File: config.mk
export PLATFORM = sky130hd
export DESIGN_NAME = icache_miss_handler
export DESIGN_NICKNAME = d
export VERILOG_FILES = /design/src/rtl/icache_miss_handler.sv
export SDC_FILE = /design/constraint.sdc
export NUM_CORES = 1
export LEC_CHECK = 0
export ABC_AREA = 0
export BUFFER_PORTS_ARGS = -buffer_cell sky130_fd_sc_hd__buf_2
export CORE_AREA = 4 4 162 164
export CTS_CLUSTER_DIAMETER = 40
export CTS_CLUSTER_SIZE = 25
export DETAILED_ROUTE_END_ITERATION = 8
export DIE_AREA = 0 0 166 168
export HOLD_SLACK_MARGIN = 0.12
export MAX_ROUTING_LAYER = met4
export PLACE_DENSITY = 0.79
export SKIP_LAST_GASP = 1
export SLEW_MARGIN = 20
export SYNTH_ARGS = -nofsm -noshare
export SYNTH_HDL_FRONTEND = slang
export SYNTH_SLANG_ARGS = --single-unit
File: constraint.sdc
create_clock -name clk -period 2.9 [get_ports clk]
set_input_delay 0.145 -clock clk [delete_from_list [all_inputs] [get_ports clk]]
set_output_delay 0.145 -clock clk [all_outputs]
set_load 0.005 [all_outputs]
File: src/rtl/icache_miss_handler.sv
// icache_miss_handler: refill engine for instruction-cache misses.
// Queues missing line addresses in a small FIFO, drops duplicates of lines
// already queued or in flight, fetches each line as a BEATS-beat burst with
// one outstanding request, and returns the assembled line as a 1-cycle fill.
//
// Ports:
//   clk, rst                  clock, async active-low reset
//   miss_valid/addr/ready     miss intake (ready = !full, low in reset)
//   mem_req/addr, mem_gnt     read request, held until granted
//   mem_rvalid/rdata          response beats, in order, gaps allowed
//   fill_valid/addr/line      one-cycle line fill, beat 0 in the LSBs
//   busy                      any FIFO entry valid
module icache_miss_handler #(
  parameter int ADDR_W = 16,
  parameter int DATA_W = 32,
  parameter int BEATS  = 4,
  parameter int DEPTH  = 4
) (
  input  logic                       clk,
  input  logic                       rst,
  input  logic                       miss_valid,
  input  logic [ADDR_W-1:0]          miss_addr,
  output logic                       miss_ready,
  output logic                       mem_req,
  output logic [ADDR_W+$clog2(BEATS)-1:0] mem_addr,
  input  logic                       mem_gnt,
  input  logic                       mem_rvalid,
  input  logic [DATA_W-1:0]          mem_rdata,
  output logic                       fill_valid,
  output logic [ADDR_W-1:0]          fill_addr,
  output logic [BEATS*DATA_W-1:0]    fill_line,
  output logic                       busy
);
  localparam int BW = $clog2(BEATS);
  localparam int PW = $clog2(DEPTH) + 1;

  typedef enum logic [1:0] {IDLE, REQ, RECV, FILL} state_e;
  state_e state_q, state_d;

  logic [DEPTH-1:0][ADDR_W-1:0] fifo_addr_q;
  logic [DEPTH-1:0]             fifo_vld_q;
  logic [PW-1:0]                wptr_q, rptr_q;

  logic [BW-1:0]                    beat_q, beat_d;
  logic [ADDR_W-1:0]                addr_q, addr_d;
  logic [ADDR_W-1:0]                fill_addr_q, fill_addr_d;
  // Beats 0..BEATS-2 are staged here; the last beat goes straight into the
  // output line so fill_line only changes when a new fill is produced.
  logic [BEATS-2:0][DATA_W-1:0]     buf_q, buf_d;
  logic [BEATS-1:0][DATA_W-1:0]     line_q, line_d;

  logic full, empty, dup, push, pop;
  logic [DEPTH-1:0] hit;

  assign full  = (wptr_q[PW-1] != rptr_q[PW-1]) && (wptr_q[PW-2:0] == rptr_q[PW-2:0]);
  assign empty = (wptr_q == rptr_q);

  // Head stays valid until its fill, so in-flight and same-cycle-fill lines
  // are also caught here.
  for (genvar i = 0; i < DEPTH; i++) begin : g_hit
    assign hit[i] = fifo_vld_q[i] && (fifo_addr_q[i] == miss_addr);
  end
  assign dup = |hit;

  assign miss_ready = rst && !full;
  assign push       = miss_valid && miss_ready && !dup;
  assign pop        = (state_q == FILL);

  always_ff @(posedge clk or negedge rst) begin
    if (!rst) begin
      fifo_vld_q  <= '0;
      fifo_addr_q <= '0;
      wptr_q      <= '0;
      rptr_q      <= '0;
    end else begin
      if (pop) begin
        fifo_vld_q[rptr_q[PW-2:0]] <= 1'b0;
        rptr_q <= rptr_q + 1'b1;
      end
      if (push) begin
        fifo_vld_q[wptr_q[PW-2:0]]  <= 1'b1;
        fifo_addr_q[wptr_q[PW-2:0]] <= miss_addr;
        wptr_q <= wptr_q + 1'b1;
      end
    end
  end

  always_ff @(posedge clk or negedge rst) begin
    if (!rst) begin
      state_q     <= IDLE;
      beat_q      <= '0;
      addr_q      <= '0;
      fill_addr_q <= '0;
      buf_q       <= '0;
      line_q      <= '0;
    end else begin
      state_q     <= state_d;
      beat_q      <= beat_d;
      addr_q      <= addr_d;
      fill_addr_q <= fill_addr_d;
      buf_q       <= buf_d;
      line_q      <= line_d;
    end
  end

  always_comb begin
    state_d     = state_q;
    beat_d      = beat_q;
    addr_d      = addr_q;
    fill_addr_d = fill_addr_q;
    buf_d       = buf_q;
    line_d      = line_q;
    unique case (state_q)
      IDLE: if (!empty) begin
        addr_d  = fifo_addr_q[rptr_q[PW-2:0]];
        state_d = REQ;
      end
      REQ: if (mem_gnt) begin
        beat_d  = '0;
        state_d = RECV;
      end
      RECV: if (mem_rvalid) begin
        beat_d = beat_q + 1'b1;
        if (beat_q == BW'(BEATS-1)) begin
          line_d      = {mem_rdata, buf_q};
          fill_addr_d = addr_q;
          state_d     = FILL;
        end else begin
          buf_d[beat_q] = mem_rdata;
        end
      end
      FILL: state_d = IDLE;
      default: state_d = IDLE;
    endcase
  end

  assign mem_req    = (state_q == REQ);
  assign mem_addr   = {addr_q, {BW{1'b0}}};
  assign fill_valid = (state_q == FILL);
  assign fill_addr  = fill_addr_q;
  assign fill_line  = line_q;
  assign busy       = |fifo_vld_q;
endmodule

== Word level (Yosys, flattened, before mapping) ==
Index checks and enable logic that the tools add are counted.
Word-level totals
  flip-flop bits (word level): 334
  bits of input ports: 53
  output and inout port bits: 166
  word-level logic and storage cells: 91
Operators by class
  magnitude comparators: 6
  eq/ne operators: 15
  reductions and logical operators: 22
  multiplexer cells: 22
  bitwise operators: 5
  add/sub/neg operators: 3
Operators by type and width (number)
  bitwise mux 96 bit: 1
  bitwise mux 64 bit: 1
  demux 32 bit (select 2 bit): 1
  == test 16 bit: 4
  binary-select mux 16 bit (select 2 bit): 1
  demux 16 bit (select 2 bit): 1
  two-way mux 16 bit: 2
  two-way mux 32 bit: 1
  two-way mux 2 bit: 6
  logical AND 1 bit: 11
  < comparator 2 x 3 -> 1 bit (second input constant): 3
  AND reduction 3 bit: 3
  two-way mux 4 bit: 2
  case mux 2 bit (4 select lines): 1
  OR reduction 4 bit: 2
  adder 3 x 1 -> 3 bit (second input constant): 2
  == test 2 bit (second input constant): 3
  greater-or-equal comparator 2 x 1 -> 1 bit (second input constant): 3
  inequality test 2 bit (second input constant): 3
  AND 4 bit: 1
  demux 1 bit (select 2 bit): 2
  inverter 4 bit: 1
  bitwise OR 4 bit: 1
  case mux 2 bit (2 select lines): 1
  13 further kinds: 16

== Longest topological paths before layout ==
Gate-level depths: netlist of the first run.
  word-level depth: 9
  mapped depth: 9
  depth with buffers taken out: 7

== Least setup slack after synthesis of the first run ==
OpenSTA, ideal clock, no wires.
  path kind: register -> register
  from: reg state_q[0]
  to: reg fill_addr_q[0] (netlist: fill_addr[0])
  data arrival time: 2.017 ns
  setup slack: 0.758 ns
  clock period less this slack: 2.142 ns
  library setup time: 0.125 ns
  buffers on the path: 3
  data required time: 2.775 ns
  cell stages (with the launch flop): 8
  cell sequence: dfrtp_1 -> inv_1 -> ha_1 -> clkbuf_1 -> nand3_1 -> clkbuf_1 -> clkbuf_1 -> mux2_2
Between the ends
  longest elaborated chain between the ends: 2
Ends and longest elaborated chain
  start: declaration: line 38  | state_e state_q, state_d;
  start signal: assignment: line 97  | state_q <= state_d;
  == test 2 bit: line 113  | unique case (state_q)
  AND reduction 3 bit (no line)
  end signal: assignment: line 100  | fill_addr_q <= fill_addr_d;
  end: declaration: line 46  | logic [ADDR_W-1:0] fill_addr_q, fill_addr_d;
No other way between the ends.
A chain may end at the register's enable or synchronous reset.

== Worst setup path after layout of the first run ==
  from: reg fifo_addr_q[21] (netlist name)
  to: reg fifo_addr_q[12] (netlist name)
Between the ends
  longest elaborated chain between the ends: 5
Ends and longest elaborated chain
  start: declaration: line 40  | logic [DEPTH-1:0][ADDR_W-1:0] fifo_addr_q;
  start signal: indexed assignment: line 82  | fifo_addr_q[wptr_q[PW-2:0]] <= miss_addr;
  == test 16 bit: line 61  | assign hit[i] = fifo_vld_q[i] && (fifo_addr_q[i] == miss_addr);
  logical AND 1 bit: line 61
  OR reduction 4 bit: line 63  | assign dup = |hit;
  logical NOT 1 bit: line 66  | assign push = miss_valid && miss_ready && !dup;
  logical AND 1 bit: line 66
No other way between the ends.

==> results.json, run 1 <==
{
  "power_switching_mw": 5.393,
  "drive_gt1_share_pct": 53.22,
  "crit_path_max_fanout": 17,
  "gr-total-overflow": 0,
  "slew-limit-headroom_pct": 33.57,
  "post_cts.resized_instances": 0,
  "hold_viol_final": 0,
  "h-tree-depth": 2,
  "switching_share_pct": 29.45,
  "combPwrFrac_pct": 28.9,
  "status": "finished clean",
  "clock_path_buffers": 3,
  "setup_viol": 0,
  "synthCells": 894,
  "end_kind": "flip-flop",
  "period_needed_ns": 2.525,
  "fin_area_sq_um": 17200,
  "numCtsBuffers": 40,
  "ys.flop_type": "dfrtp_1",
  "grt_usage_pct": 22.63,
  "power_mw": 18.31,
  "dp_hpwl_microns": 19750,
  "rows": 58,
  "area_growth_pct": 23.36,
  "netlist_area_sq_um": 13940,
  "seq_area_frac_synth_pct": 59.96,
  "r2r_slack_ns": 0.37,
  "finalClockSkew_ns": 0.008748,
  "p_leak_nw": 8.792,
  "numPortBuffers": 216,
  "critPathKind": "reg2reg",
  "path_cells": "xor2_1, nor4_1, nand4_1, o22ai_1, nor3_4, nand2_4, mux2_2",
  "synth.distinct_cells": 32,
  "cap_violations": 0,
  "holdPathEnd": "beat_q[0]",
  "holdPathStages": 5,
  "timing.final.crit_share_pct": 87.08,
  "fp.dieArea_sq_um": 27890,
  "ir_drop_mv": 0.6181,
  "internal_power_mw": 12.92,
  "syn_avg_cell_area_sq_um": 15.59,
  "finalMaxSlewViolations": 0,
  "die_w_microns": 166,
  "cts_tree": "done",
  "cp_num_buf_inv": 0,
  "start_kind": "flip-flop",
  "gp_congestion": 0.7775,
  "final_nets": 1237,
  "fillers": 1651,
  "cts-root-buf": "clkbuf_16",
  "finalWirelength_microns": 30100,
  "crit_required_ns": 3.28,
  "pwr_density_cell_nw_per_um2": 1065,
  "clkSinkCount": 334,
  "async_flop_share_pct": 100.0,
  "antenna_left": 0,
  "core_area_sq_um": 24890,
  "initialDrtViolationCount": 517,
  "whs_ns": 0.1954,
  "antenna_found_initial": 1,
  "wl_per_cell_microns": 19.72,
  "crit_family": "simple AND/OR/NAND/NOR gates",
  "grt_pass1_vias": 8893,
  "hold_class": "in2reg",
  "io_pins": 219,
  "worst_slew_pin_slew_ns": 0.9964,
  "dr.pass1.iters": 4,
  "ys_ff_latch": 334,
  "max_freq_mhz": 396.0,
  "ctsHoldBuffers": 52,
  "synth_common_cells": "334 x dfrtp_1, 321 x mux2_2, 62 x xor2_1",
  "grt_max_degree": 189,
  "synth_area_leaders": "dfrtp_1 60%, mux2_2 26%, xor2_1 3.9%, mux4_2 1.9%, ha_1 1.5%",
  "reg2reg_depth": 7,
  "power_frac_seq_pct": 43.2,
  "r2r_end": "fifo_addr_q[12]",
  "synth_edf_count": 0,
  "path_clk_slew_ns": 0.06,
  "tns_ns": 0,
  "clk-insertion-delay-late_ns": 0.51,
  "vias": 8273,
  "post_cts_buffers": 0,
  "yosys.area.top_type": "dfrtp_1",
  "netlist.area_leader.share_pct": 59.96,
  "rsz0062_at_grt": "no",
  "via_per_inst": 5.421,
  "crit_arrival_ns": 2.91,
  "r2r-start": "fifo_addr_q[21]",
  "cpPeakStageDelay_ns": 0.53,
  "slowest_stage": "nor4_1",
  "synth_most_common_cell": "dfrtp_1",
  "placed_area_sq_um": 15300,
  "yosysWarnings": 0,
  "post-route-drc-count": 0,
  "hp-start": "mem_gnt",
  "dieHeight_microns": 168,
  "clkPwrFrac_pct": 27.9,
  "start_util_pct": 56.00,
  "grt_pass1_wl_microns": 49380
}
-- flip-flops by register name, summed over array words and instances (netlist names) --
register     flops
wptr_q           3
addr_q          16
fill_line      128
fifo_addr_q     64
state_q          2
rptr_q           3
fifo_vld_q       4
buf_q           96
fill_addr       16
beat_q           2
-- cells in the final DEF (no fill, tap or decap), drive strengths merged, types with 2 or more instances in the layout --
cell type,n
mux2,321
nand2b,2
o22ai,2
nor3,5
xnor2,9
o21ai,6
clkinv,9
inv,14
dfrtp,334
ha,17
bufinv,6
dlygate4sd3,51
clkbuf,49
nand3,4
nand4,4
xor2,62
mux4,16
a22o,2
buf,232
nand2,28
nor4,12
conb,2
clkinvlp,2
-- how the worst max path moves through the flow --
stage / startpoint / slack [ns] / cells past startpoint / endpoint
finish: fifo_addr_q[21] / 0.37 / 7 / fifo_addr_q[12]
CTS: fifo_addr_q[21] / 0.40 / 7 / fifo_addr_q[59]
global route: fifo_addr_q[21] / 0.26 / 7 / fifo_addr_q[37]
global placement: fifo_addr_q[21] / 0.44 / 7 / fifo_addr_q[10]
detailed placement: fifo_addr_q[21] / 0.36 / 7 / fifo_addr_q[59]
floorplan: state_q[0] / 0.76 / 7 / fill_addr[0]
-- power by group through the flow --
stage          logic, mW  clock network, mW  registers [mW]
3_3_place_gp        5.11                  0            7.84
4_1_cts             5.38               5.21            7.91
2_1_floorplan       3.41                  0            7.71
6_report            5.29               5.11            7.91
3_5_place_dp        5.27                  0            7.97
5_1_grt             5.80               5.43            8.15
-- metal layers --
metal	global-route usage, %	up-vias	routed length (microns)	part of all wire, %
met1	28.88	4283	12560	42
met2	37.20	212	15230	51
li1	-	3716	-	-
met5	-	-	0	0
met3	4.461	62	1439	4.8
met4	6.958	0	869	2.9
-- stage by stage --
stage,cells,setup WS [ns],utilization [%]
after CTS,1525,0.4037,69.10
final,1526,0.3746,69.09
after floorplan,895,0.7583,-
after detailed placement,1403,0.3620,61.48
after global routing,1526,0.2615,69.09
after global placement,1403,0.4354,61.48
-- worst reg2reg max path: cells and delay by family (launching register included) --
kind / cells / cell delay [ns]
xor+xnor: 1 / 0.16
simple gates: 4 / 1.17
flops: 1 / 0.41
compound gates: 1 / 0.27
mux: 1 / 0.40
-- kinds of logic (layout without fill, tap and decap cells) --
family	after synthesis	in the layout	synth area share (%)
flip-flops	334	334	59.96
XOR/XNOR	71	71	4.461
AO/OA/AOI/OAI	13	13	0.6282
buffers and inverters	63	363	2.468
other	1	3	0.02690
AND/OR/NAND/NOR	58	58	2.307
multiplexers	337	337	28.62
adder cells (fa/ha/maj)	17	17	1.526
-- cell type report --
class | count | area [sq um] | area share [%]
sequential | 334 | 8358 | 48.60
multi-input combinational | 498 | 5254 | 30.55
timing repair buffer | 283 | 1757 | 10.22
clock buffer | 49 | 1076 | 6.257
tap | 330 | 412.9 | 2.401
clock inverter | 21 | 299.0 | 1.739
inverter | 10 | 37.54 | 0.2183
antenna | 1 | 2.502 | 0.01455
Note: power is estimated with default switching activity, not from simulation.
==> run 2, diff against run 1 <==
- CORE_AREA: 4 4 162 164 -> 4 4 159 161
- CTS_BUF_LIST: not set -> sky130_fd_sc_hd__clkbuf_8
- DIE_AREA: 0 0 166 168 -> 0 0 163 165
- PLACE_DENSITY: 0.79 -> 0.82
==> results.json, run 2 (same netlist as run 1, synthesis figures left out) <==
{
  "dieHeight_microns": 165,
  "critPathKind": "reg2reg",
  "post-route-drc-count": 0,
  "dr.pass1.iters": 4,
  "cpPeakStageDelay_ns": 0.45,
  "p_leak_nw": 8.539,
  "end_kind": "flip-flop",
  "crit_path_max_fanout": 18,
  "timing.final.crit_share_pct": 81.74,
  "numCtsBuffers": 39,
  "via_per_inst": 5.385,
  "numPortBuffers": 216,
  "cp_num_buf_inv": 0,
  "start_util_pct": 58.17,
  "clock_path_buffers": 3,
  "ctsHoldBuffers": 51,
  "status": "finished clean",
  "final_cell_mix": "334 x dfrtp_1, 321 x mux2_2, 215 x buf_2",
  "max_freq_mhz": 421.8,
  "io_pins": 219,
  "drive_gt1_share_pct": 53.19,
  "finalMaxSlewViolations": 0,
  "fp.dieArea_sq_um": 26900,
  "cts-root-buf": "clkbuf_8",
  "grt_max_degree": 186,
  "largest_reg_flops": 128,
  "initialDrtViolationCount": 449,
  "finalClockSkew_ns": 0.02688,
  "path_clk_slew_ns": 0.08,
  "die_w_microns": 163,
  "area_growth_pct": 19.50,
  "crit_family": "simple AND/OR/NAND/NOR gates",
  "tns_ns": 0,
  "pwr_density_cell_nw_per_um2": 1001,
  "h-tree-depth": 2,
  "gp_congestion": 0.8236,
  "post_cts.resized_instances": 0,
  "dp_hpwl_microns": 19360,
  "period_needed_ns": 2.371,
  "hold_class": "in2reg",
  "slowest_stage": "nor4_1",
  "grt_usage_pct": 22.61,
  "rsz0062_at_grt": "no",
  "wl_per_cell_microns": 19.44,
  "antenna_left": 0,
  "slew-limit-headroom_pct": 37.69,
  "grt_pass1_vias": 8582,
  "hold_viol_final": 0,
  "worst_slew_pin_slew_ns": 0.9347,
  "cap_violations": 0,
  "path_cells": "xor2_1, nor4_1, nand4_1, o22ai_1, nor3_4, nand2_4, mux2_2",
  "start_kind": "flip-flop",
  "stdcell_count": 1515,
  "clk-insertion-delay-late_ns": 0.54,
  "rows": 57,
  "crit_arrival_ns": 2.78,
  "grt_pass1_wl_microns": 46770,
  "vias": 8158,
  "final_common_cell": "dfrtp_1",
  "finalWirelength_microns": 29450,
  "fillers": 1635,
  "core_area_sq_um": 23960,
  "ir_drop_mv": 0.5443,
  "gr-total-overflow": 0,
  "cts_tree": "done",
  "crit_required_ns": 3.31,
  "dp.cells": 1393,
  "post_cts_buffers": 0,
  "final_nets": 1231,
  "setup_viol": 0,
  "clkSinkCount": 334,
  "antenna_found_initial": 1
}
## run 2: changes by cell type in the layout (fill, tap and decap cells not counted), sizes merged
cell	change
buf	-5
bufinv	-4
clkbuf	-5
clkinv	-3
clkinvlp	+5
inv	+7
## run 2: metal layers
layer  GRT usage (%)  wire length (microns)
met5               -                      0
met4           7.091                    770
met3           4.068                   1417
met2           36.75                  14820
met1           29.42                  12440
## run 2: tightest hold or removal path, cell delays in order
cell,delay (ns)
buf_2,0.07
nand2b_1,0.15
nand3_1,0.08
o21ai_0,0.08
a22o_1,0.14
## run 2: worst paths after layout
path / from / endpoint / slack (ns) / depth (start not counted)
max: fifo_addr_q[53] / fifo_addr_q[56] / 0.53 / 7
min: mem_gnt / beat_q[1] / 0.18 / 5
max reg2reg: fifo_addr_q[53] / fifo_addr_q[56] / 0.53 / 7
min reg2reg: buf_q[21] / fill_line[21] / 0.49 / 1
max in group asynchronous: rst / addr_q[14] / 1.13 / 4
min in group asynchronous: rst / fill_line[59] / 0.32 / 3
## run 2: power breakdown
group / leakage [nW] / total [mW] / internal, mW / switching (mW)
Clock: 0.433 / 3.49 / 1.67 / 1.81
Combinational: 3.79 / 5.29 / 3.08 / 2.21
Sequential: 4.31 / 7.89 / 6.63 / 1.27
Total: 8.54 / 16.7 / 11.4 / 5.29
## run 2: through the flow
| step | cell area [sq um] | util (%) | hold WS (ns) | total power, mW | setup slack, ns |
|---|---|---|---|---|---|
| 2_1_floorplan | 13940 | - | -0.1506 | 11.12 | 0.7583 |
| 6_report | 16660 | 69.51 | 0.1837 | 16.67 | 0.5294 |
| 4_1_cts | 16650 | 69.50 | 0.1595 | 16.84 | 0.5260 |
| 3_3_place_gp | 15280 | 63.76 | 0.3559 | 12.94 | 0.6003 |
| 5_1_grt | 16660 | 69.51 | 0.1777 | 17.74 | 0.4053 |
| 3_5_place_dp | 15280 | 63.76 | 0.3530 | 13.26 | 0.5368 |
## run 2: area by class of cell
cell class | count | area, sq um | area share, %
inverter | 10 | 37.54 | 0.2253
multi-input combinational | 498 | 5254 | 31.54
timing repair buffer | 278 | 1734 | 10.41
antenna | 1 | 2.502 | 0.01502
tap | 324 | 405.4 | 2.434
clock inverter | 26 | 260.3 | 1.562
sequential | 334 | 8358 | 50.18
clock buffer | 44 | 605.6 | 3.636
==> run 3, diff against run 2 <==
- ABC_AREA: 0 -> 1
- CORE_AREA: 4 4 159 161 -> 4 4 171 173
- DIE_AREA: 0 0 163 165 -> 0 0 175 177
- PLACE_DENSITY: 0.82 -> 0.77
- clock period: 2.9 -> 2 ns (I/O delays scaled with it)
==> results.json, run 3 <==
{
  "crit_arrival_ns": 2.34,
  "finalMaxSlewViolations": 0,
  "drive_gt1_share_pct": 25.26,
  "io_pins": 219,
  "hold_viol_final": 0,
  "synthCells": 1512,
  "async_flop_share_pct": 100.0,
  "die_w_microns": 175,
  "multi_input_area_sq_um": 5250,
  "cpMostUsedCell": "nand2_1",
  "pwr_density_cell_nw_per_um2": 1501,
  "max_freq_mhz": 522.4,
  "start_util_pct": 52.45,
  "initialDrtViolationCount": 1182,
  "h-tree-depth": 2,
  "yosysWarnings": 0,
  "synth_area_leaders": "dfrtp_1 58%, nand2_1 11%, mux2_2 7.5%, o21ai_0 5.8%, inv_1 3.3%",
  "internal_power_mw": 16.38,
  "clk-insertion-delay-late_ns": 0.57,
  "reg2reg_depth": 11,
  "gp_congestion": 0.9525,
  "crit_family": "simple AND/OR/NAND/NOR gates",
  "register_area_sq_um": 8359,
  "finalClockSkew_ns": 0.02978,
  "grt_usage_pct": 24.00,
  "numCtsBuffers": 39,
  "dieHeight_microns": 177,
  "finalWirelength_microns": 36940,
  "holdPathEnd": "wptr_q[1]",
  "synth_most_common_cell": "nand2_1",
  "cap_violations": 0,
  "crit_required_ns": 2.43,
  "hp-start": "miss_valid",
  "hold_class": "in2reg",
  "n_antenna_cell": 0,
  "power_switching_mw": 10.04,
  "clkSinkCount": 334,
  "r2r_end": "fifo_addr_q[34]",
  "ys_ff_latch": 334,
  "r2r_slack_ns": 0.09,
  "gr-usage-met1_pct": 31.01,
  "fp.dieArea_sq_um": 30980,
  "combPwrFrac_pct": 35.8,
  "final_common_cell": "nand2_1",
  "dp.cells": 2042,
  "final_cell_mix": "436 x nand2_1, 333 x dfrtp_1, 215 x buf_2",
  "crit_path_max_fanout": 17,
  "grt_use_met3_pct": 4.209,
  "end_kind": "flip-flop",
  "largest_reg_flops": 128,
  "netlist_area_sq_um": 14490,
  "cpPeakStageDelay_ns": 0.47,
  "clkPwrFrac_pct": 19.7,
  "slew-limit-headroom_pct": 54.01,
  "final_nets": 1840,
  "via_per_inst": 5.321,
  "start_kind": "flip-flop",
  "met2_usage_pct": 38.88,
  "cts-root-buf": "clkbuf_8",
  "antenna_found_initial": 0,
  "period_needed_ns": 1.914,
  "syn_avg_cell_area_sq_um": 9.583,
  "holdPathStages": 8,
  "critPathKind": "reg2reg",
  "netlist.area_leader.share_pct": 57.68,
  "antenna_left": 0,
  "area_growth_pct": 21.50,
  "seq_area_frac_synth_pct": 57.68,
  "rows": 61,
  "slowest_stage": "dfrtp_1",
  "cp_num_buf_inv": 2,
  "clock_path_buffers": 3,
  "synth.distinct_cells": 34,
  "ys.flop_type": "dfrtp_1",
  "worst_slew_pin_slew_ns": 0.6899,
  "power_frac_seq_pct": 44.4,
  "grt_max_degree": 209,
  "dr.pass1.iters": 6,
  "wl_per_cell_microns": 16.95,
  "numPortBuffers": 216,
  "tns_ns": 0,
  "stdcell_count": 2179,
  "fillers": 2165,
  "vias": 11595,
  "core_area_sq_um": 27630,
  "p_leak_nw": 9.317,
  "setup_viol": 0,
  "dp_hpwl_microns": 24040,
  "post-route-drc-count": 0,
  "gr-total-overflow": 0,
  "cts_tree": "done",
  "status": "finished clean",
  "r2r-start": "wptr_q[1]",
  "path_cells": "xnor2_2, nand2_1, o21ai_4, nor2_2, nand2_2, nor2_8, buf_4, nand3_4, buf_12, nand2_1, nand2_1",
  "timing.final.crit_share_pct": 95.71,
  "grt_pass1_wl_microns": 58690,
  "crit_start": "wptr_q[1]",
  "ir_drop_mv": 0.6139,
  "yosys.area.top_type": "dfrtp_1",
  "path_clk_slew_ns": 0.07,
  "synth_common_cells": "439 x nand2_1, 334 x dfrtp_1, 167 x o21ai_0",
  "top_usage_layer": "met2",
  "synth_edf_count": 0,
  "switching_share_pct": 38.00,
  "grt_pass1_vias": 11311
}
## run 3: worst max path at each step
stage                     slack, ns              end  cells after the start
after floorplan                0.18    fill_line[27]                      6
after global placement        -0.05  fifo_addr_q[42]                      9
after detailed placement      -0.08  fifo_addr_q[20]                      9
after CTS                     -0.03  fifo_addr_q[14]                      9
after global routing         -0.003  fifo_addr_q[40]                     10
final                          0.09  fifo_addr_q[34]                     11
## run 3: worst reg2reg max path, delay by kind of cell, from the launching register on
family,cells,cell delay (ns)
AND/OR/NAND/NOR,7,0.74
XOR/XNOR,1,0.17
AO/OA/AOI/OAI,1,0.09
buffers and inverters,2,0.34
flip-flops,1,0.47
## run 3: cells by family (layout without fill, tap and decap cells)
logic type	count (synthesis)	in the layout	synth area share [%]
AOI/OAI and AO/OA	232	232	8.359
xor gates and xnor gates	19	19	1.148
adders and majority gates	17	17	1.468
buffers and inverters	232	518	6.804
DFF	334	334	57.68
muxes	96	96	7.461
other	1	2	0.02588
and+or+nand+nor	581	583	17.05
## run 3: final cells by class
type,instances,area share [%]
clock buffer,44,3.440
clock inverter,28,1.635
inverter,136,2.928
multi-input combinational,949,29.82
sequential,334,47.48
tap,378,2.686
timing repair buffer,310,12.01
## run 3: metal layers
metal  vias up  part of all wire (%)
li1       5446                     -
met1      5570                    41
met2       476                    49
met3       103                   7.0
met4         0                   3.0
met5         -                     0
## run 3: power groups by stage
stage / clock network (mW) / registers (mW) / logic (mW)
6_report: 5.22 / 11.7 / 9.47
5_1_grt: 5.63 / 12.1 / 10.6
4_1_cts: 5.32 / 11.7 / 9.27
3_5_place_dp: 0 / 11.8 / 9.09
3_3_place_gp: 0 / 11.6 / 8.75
2_1_floorplan: 0 / 11.5 / 5.37
## run 3: stage by stage
| step | hold WS [ns] | area [sq um] | total power [mW] | setup slack [ns] | utilization [%] |
|---|---|---|---|---|---|
| after global routing | 0.2927 | 17610 | 28.34 | -0.003124 | 63.72 |
| after detailed placement | 0.2757 | 15980 | 20.87 | -0.07652 | 57.82 |
| after global placement | 0.2684 | 15980 | 20.39 | -0.05309 | 57.82 |
| after floorplan | -0.1956 | 14490 | 16.88 | 0.1805 | - |
| final | 0.2719 | 17610 | 26.42 | 0.08574 | 63.72 |
| after CTS | 0.1222 | 17430 | 26.27 | -0.02899 | 63.08 |
## run 3: what timing repair did
| item | 4_1_cts | 5_1_grt |
|---|---|---|
| hold buffers | 51 | 0 |
| cloned | 0 | 2 |
| gates resized for setup | 2 | 12 |
| endpoints found under the setup margin | 65 | 86 |
| hold endpoints to repair | 528 | 0 |
| buffers inserted | 4 | 7 |
| pin swaps | 3 | 3 |
